File: config.mk
export PLATFORM = sky130hd
export DESIGN_NAME = keypad_scan_ctrl
export DESIGN_NICKNAME = d
export VERILOG_FILES = /design/src/rtl/keypad_scan_ctrl.sv
export SDC_FILE = /design/constraint.sdc
export NUM_CORES = 1
export LEC_CHECK = 0
export ABC_AREA = 1
export CAP_MARGIN = 20
export CORE_MARGIN = 2
export CORE_UTILIZATION = 54
export CTS_BUF_LIST = sky130_fd_sc_hd__clkbuf_16
export DETAILED_ROUTE_END_ITERATION = 8
export PLACE_DENSITY = 0.73
export SYNTH_ARGS = -nofsm -noshare
export SYNTH_HDL_FRONTEND = slang
export SYNTH_SLANG_ARGS = --single-unit
File: constraint.sdc
create_clock -name clk -period 4.44 [get_ports clk]
set_clock_uncertainty 0.05 [all_clocks]
set_input_delay 0.666 -clock clk [delete_from_list [all_inputs] [get_ports clk]]
set_output_delay 0.666 -clock clk [all_outputs]
set_load 0.01 [all_outputs]
File: src/rtl/keypad_scan_ctrl.sv
// keypad_scan_ctrl: 4x4 matrix keypad scanner.
// Drives one column at a time and synchronizes the row lines. A press
// is debounced, encoded as {col_idx, row_idx}, and offered on a
// valid/ready output register. The scanner then waits for a debounced
// release before it moves on to the next column.
module keypad_scan_ctrl #(
    parameter int SCAN_TICKS     = 216000,
    parameter int DEBOUNCE_TICKS = 270000
) (
    input  logic       clk,
    input  logic       n_reset,
    input  logic [3:0] filas_raw,
    output logic [3:0] columnas,
    output logic [3:0] key_code,
    output logic       key_valid,
    input  logic       key_ready,
    output logic       overrun
);

    localparam int DWELL_W = (SCAN_TICKS > 1) ? $clog2(SCAN_TICKS) : 1;
    localparam int DEB_W   = (DEBOUNCE_TICKS > 1) ? $clog2(DEBOUNCE_TICKS) : 1;
    localparam logic [DWELL_W-1:0] DWELL_LAST = DWELL_W'(SCAN_TICKS - 1);
    localparam logic [DEB_W-1:0]   DEB_LAST   = DEB_W'(DEBOUNCE_TICKS - 1);

    typedef enum logic [1:0] {
        SCAN,
        DEBOUNCE,
        EMIT,
        RELEASE
    } state_t;

    state_t             state, state_n;
    logic [3:0]         filas_m, filas_s;
    logic [1:0]         col_idx, col_idx_n;
    logic [DWELL_W-1:0] dwell, dwell_n;
    logic [DEB_W-1:0]   deb, deb_n;
    logic [3:0]         ref_rows, ref_rows_n;
    logic [1:0]         row_idx;
    logic               emit_load;
    logic               emit_drop;

    // Two-flop synchronizer for the asynchronous row lines
    always_ff @(posedge clk or negedge n_reset) begin
        if (!n_reset) begin
            filas_m <= 4'b0000;
            filas_s <= 4'b0000;
        end else begin
            filas_m <= filas_raw;
            filas_s <= filas_m;
        end
    end

    // FSM state plus the scan/debounce datapath registers
    always_ff @(posedge clk or negedge n_reset) begin
        if (!n_reset) begin
            state    <= SCAN;
            col_idx  <= 2'd0;
            dwell    <= '0;
            deb      <= '0;
            ref_rows <= 4'b0000;
        end else begin
            state    <= state_n;
            col_idx  <= col_idx_n;
            dwell    <= dwell_n;
            deb      <= deb_n;
            ref_rows <= ref_rows_n;
        end
    end

    // Next-state logic; the column and dwell count are only touched in SCAN or at release exit
    always_comb begin
        state_n    = state;
        col_idx_n  = col_idx;
        dwell_n    = dwell;
        deb_n      = deb;
        ref_rows_n = ref_rows;
        emit_load  = 1'b0;
        emit_drop  = 1'b0;
        case (state)
            SCAN: begin
                if (filas_s != 4'b0000) begin
                    ref_rows_n = filas_s;
                    deb_n      = '0;
                    state_n    = DEBOUNCE;
                end else if (dwell == DWELL_LAST) begin
                    dwell_n   = '0;
                    col_idx_n = col_idx + 2'd1;
                end else begin
                    dwell_n = dwell + 1'b1;
                end
            end
            DEBOUNCE: begin
                if (filas_s != ref_rows) begin
                    state_n = SCAN;
                end else if (deb == DEB_LAST) begin
                    deb_n   = '0;
                    state_n = EMIT;
                end else begin
                    deb_n = deb + 1'b1;
                end
            end
            EMIT: begin
                if (!key_valid || key_ready) begin
                    emit_load = 1'b1;
                end else begin
                    emit_drop = 1'b1;
                end
                deb_n   = '0;
                state_n = RELEASE;
            end
            RELEASE: begin
                if (filas_s != 4'b0000) begin
                    deb_n = '0;
                end else if (deb == DEB_LAST) begin
                    deb_n     = '0;
                    dwell_n   = '0;
                    col_idx_n = col_idx + 2'd1;
                    state_n   = SCAN;
                end else begin
                    deb_n = deb + 1'b1;
                end
            end
            default: begin
                state_n = SCAN;
            end
        endcase
    end

    // Highest-priority row: bit3 is row 0, so the topmost pressed row wins
    always_comb begin
        if (ref_rows[3]) begin
            row_idx = 2'd0;
        end else if (ref_rows[2]) begin
            row_idx = 2'd1;
        end else if (ref_rows[1]) begin
            row_idx = 2'd2;
        end else begin
            row_idx = 2'd3;
        end
    end

    // One-hot column drive derived from the column index
    always_comb begin
        columnas = 4'b1000 >> col_idx;
    end

    // Output register: load on emit, drop after a transfer, flag a key lost to a full register
    always_ff @(posedge clk or negedge n_reset) begin
        if (!n_reset) begin
            key_code  <= 4'h0;
            key_valid <= 1'b0;
            overrun   <= 1'b0;
        end else begin
            overrun <= emit_drop;
            if (emit_load) begin
                key_code  <= {col_idx, row_idx};
                key_valid <= 1'b1;
            end else if (key_valid && key_ready) begin
                key_valid <= 1'b0;
            end
        end
    end

endmodule

==> reports/qor_table.md <==
| Group | Result | Reported |
|:---|:---|:---|
| synthesis | Number of distinct library cells after synthesis | 35 |
| synthesis | Biggest area contributors in the synthesized netlist | dfrtp_1 (41%), nand2_1 (17%), nor2_1 (7.3%), inv_1 (6.5%), nand3_1 (5.6%) |
| hold path | Class of the most critical hold timing path | reg2reg |
| critical path | Slowest stage delay, CP | 0.53 ns |
| global routing | Initial antenna violation count | 0 |
| layout | Diodes inserted | 0 |
| clock network | Number of buffers on the longest clock path | 2 |
| routing | Average wire per cell in the routed design | 12.9 um |
| layout | Final design area excluding fillers | 4080 um2 |
| timing | Final setup violation count | 0 |
| clock network | Number of buffers created by CTS | 9 |
| clock network | Level count of the clock H-tree | 3 |
| synthesis | Post-synth design cell area | 3600 um2 |
| critical path | Crit. End Element | primary output |
| clock network | TritonCTS Sinks | 59 |
| critical path | Data arrival time at the worst-slack endpoint | 1.57 ns |
| floorplanning | Core Footprint | 6390 um2 |
| layout | Final Instance Count excl. Fillers | 617 |
| routing | Number of routed nets with antenna violations | 0 |
| floorplanning | Initial Utilization | 56.3% |
| floorplanning | Count of pins on the block boundary | 17 |
| power | Standby leakage power | 1.90 nW |
| floorplanning | Die Y | 85.6 um |
| floorplanning | Area of the die | 7330 um2 |
| timing | Unrepaired setup endpoints after global routing | no |
| synthesis | Most instantiated flip-flop cell in the synthesis netlist | dfrtp_1 |
| synthesis | Sequential-to-total area share from yosys stat | 41.0% |
| clock network | Root Buffer Master | clkbuf_16 |
| critical path | Worst-path cell with the longest stage delay | clkdlybuf4s50_1 |
| critical path | Setup Crit Path Kind | reg2out |
| synthesis | Synth Net Count | 527 |
| synthesis | Mean area per synthesized cell | 7.00 um2 |
| timing | Final Critical Period | 2.29 ns |
| place | Post-placement cell area | 3800 um2 |
| power | Total power divided by cell area | 454 nW/um2 |
| clock network | Clock tree from TritonCTS | built |
| synthesis | Cells after synthesis | 514 |
| layout | Area taken by multi-input logic gates | 1790 um2 |
| global routing | Number of global-route vias before repair | 3191 |
| run | Number of maximum-capacitance violations | 0 |
| place | Detailed placer's ending HPWL | 5.73 mm |
| routing | First-pass DRT Iterations | 5 |
| place | IO buf count | 16 |
| global routing | Final global-route overflow total | 0 |
| clock network | Buffers inserted by post-CTS timing repair | 0 |
| synthesis | Most common cell in the synthesized netlist | nand2_1 |
| synthesis | Number of warnings reported in the yosys synthesis log | 0 |
| place | Number of instances in the placed design | 601 |
| timing | Period utilization | 51.5% |
| synthesis | Async S/R FF share, synth | 100% |
| timing | Final setup TNS | 0 ns |
| routing | Remaining routing DRC violations | 0 |
| synthesis | Portion of synthesized cell area occupied by the leading cell type | 41.0% |
| synthesis | Register bit count reported by yosys | 59 |
| timing | Transition time of the tightest slew-check pin | 0.715 ns |
| synthesis | Leading post-synthesis cells by instance count | nand2_1 (162), nor2_1 (70), inv_1 (62), dfrtp_1 (59), nand3_1 (40) |
| layout | Ratio of cells with drive above 1 in the final layout | 8.15% |
| synthesis | EDFF count, synth | 0 |
| place | Gpl congestion | 0.908 |
| critical path | CP cell instances | inv_1 > ha_1 > clkdlybuf4s50_1 |
| routing | Via Count | 3250 |
| layout | Fill cell instance count of the final layout | 557 |
| clock network | Clock-pin slew of the registers on the worst-case setup and hold paths | 0.05 ns |
| outcome | Status | completed |
| synthesis | Cell accounting for the most synthesized area | dfrtp_1 |
| routing | Number of vias per cell | 5.27 |
| timing | Final max-slew violation count | 0 |
| critical path | Critical path startpoint category | flop |
| clock network | Number of hold buffers added after cts | 0 |
| routing | Total detailed-routing wirelength | 7.96 mm |
| floorplanning | Width of the die | 85.6 um |
| routing | 1st-iter DRT viols | 139 |
| global routing | Wire length of the first global-routing pass | 13.9 mm |
| floorplanning | Standard-cell row count | 29 |
| global routing | Maximum number of pins on one net before global-route repair | 60 |
| timing | Maximum operating frequency | 0.437 GHz |
| critical path | Worst endpoint required time | 3.72 ns |
| layout | Final core utilization | 63.8% |
| layout | NumNets Final | 548 |
| layout | Seq. cell area | 1480 um2 |
| power | Design Power | 0.00185 W |
| clock network | Worst-Skew Late Latency | 0.34 ns |
| critical path | Worst-path maximum fanout | 4 |
| timing | Relative slew margins | 52.4% |
| timing | Number of hold-slack violations in the final timing report | 0 |
| power | Largest vdd supply drop | 0.000288 V |
| global routing | Total track usage | 24.1% |
| layout | Syn-to-layout area delta | 13.2% |
| clock network | Post-cts repair resize count | 0 |
## through the flow
step	setup slack (ns)	hold WS (ns)
CTS	2.15	0.300
finish	2.15	0.297
floorplan	2.88	0.281
detailed placement	2.37	0.287
global route	2.10	0.311
global placement	2.50	0.282
## sequential cells by signal, summed over array words and instances, names as in the netlist, named ones only
register and flops:
col_idx 2, deb 19, dwell 18, filas_m 4, filas_s 4, key_code 4, key_valid 1, overrun 1
ref_rows 4, state 1
## cells by family after synthesis
| family | share of synthesized area (%) |
|---|---|
| AND/OR/NAND/NOR | 40.2 |
| flip-flops | 41.0 |
| adder cells (fa/ha/maj) | 2.09 |
| AO/OA/AOI/OAI | 5.84 |
| buffers and inverters | 9.18 |
| XOR/XNOR | 1.70 |
## worst paths after layout
kind	from	cells past startpoint	to	slack (ns)
setup / recovery	col_idx[0]	3	columnas[1]	2.15
hold / removal	filas_m[3]	0	filas_s[3]	0.30
setup reg to reg	state[0]	7	dwell[12]	2.36
hold reg to reg	filas_m[3]	0	filas_s[3]	0.30
max in group asynchronous	n_reset	2	dwell[3]	3.44
min in group asynchronous	n_reset	2	deb[7]	0.42
## worst max-delay path: cells and delay by family (launching register included)
kind / cells / cell delay (ns)
adders and majority gates: 1 / 0.16
DFF: 1 / 0.41
buffers and inverters: 2 / 0.66
## area by class of cell
class	count	area share, %
Clock buffer	9	5.53
Clock inverter	7	1.26
Inverter	72	6.66
Multi-Input combinational cell	376	44.0
Sequential cell	59	36.2
Tap cell	77	2.36
Timing Repair Buffer	17	3.99
## metal layers
| layer | up-vias | global-route usage (%) | part of all wire (%) | wire [um] |
|---|---|---|---|---|
| li1 | 1681 | - | - | - |
| met1 | 1481 | 28.3 | 44 | 3500 |
| met2 | 72 | 42.5 | 50 | 3980 |
| met3 | 16 | 5.58 | 4.0 | 319 |
| met4 | 0 | 9.96 | 2.0 | 160 |
| met5 | - | 0 | 0 | 0 |
## report_power, final
group | leakage, nW | total (W) | internal [W] | switching [W]
Combinational | 0.984 | 0.000522 | 0.000171 | 0.000350
Clock | 0.134 | 0.000644 | 0.000380 | 0.000263
Sequential | 0.782 | 0.000687 | 0.000615 | 0.0000722
Total | 1.90 | 0.00185 | 0.00117 | 0.000686
## cells in the final DEF (no fill, tap or decap), types with 2 or more instances in the layout
| cell type | Yosys | routed |
|---|---|---|
| nor2_2 | 5 | 5 |
| clkinv_1 | 1 | 2 |
| dfrtp_1 | 59 | 59 |
| xnor2_1 | 2 | 2 |
| nor3_1 | 9 | 9 |
| a21oi_1 | 3 | 3 |
| clkinv_2 | 1 | 2 |
| inv_2 | 8 | 8 |
| o21ai_1 | 13 | 13 |
| nor2_4 | 2 | 2 |
| nand2_2 | 2 | 2 |
| nor2_1 | 70 | 70 |
| inv_6 | 0 | 3 |
| o21ai_0 | 14 | 14 |
| xor2_1 | 5 | 5 |
| clkbuf_16 | 0 | 9 |
| nand4_1 | 25 | 25 |
| clkdlybuf4s50_1 | 0 | 15 |
| nand2_1 | 162 | 162 |
| inv_1 | 62 | 62 |
| o21bai_1 | 3 | 3 |
| nand2_4 | 4 | 4 |
| nand3_1 | 40 | 40 |
| ha_1 | 6 | 6 |
(Power assumes the default switching activity.)
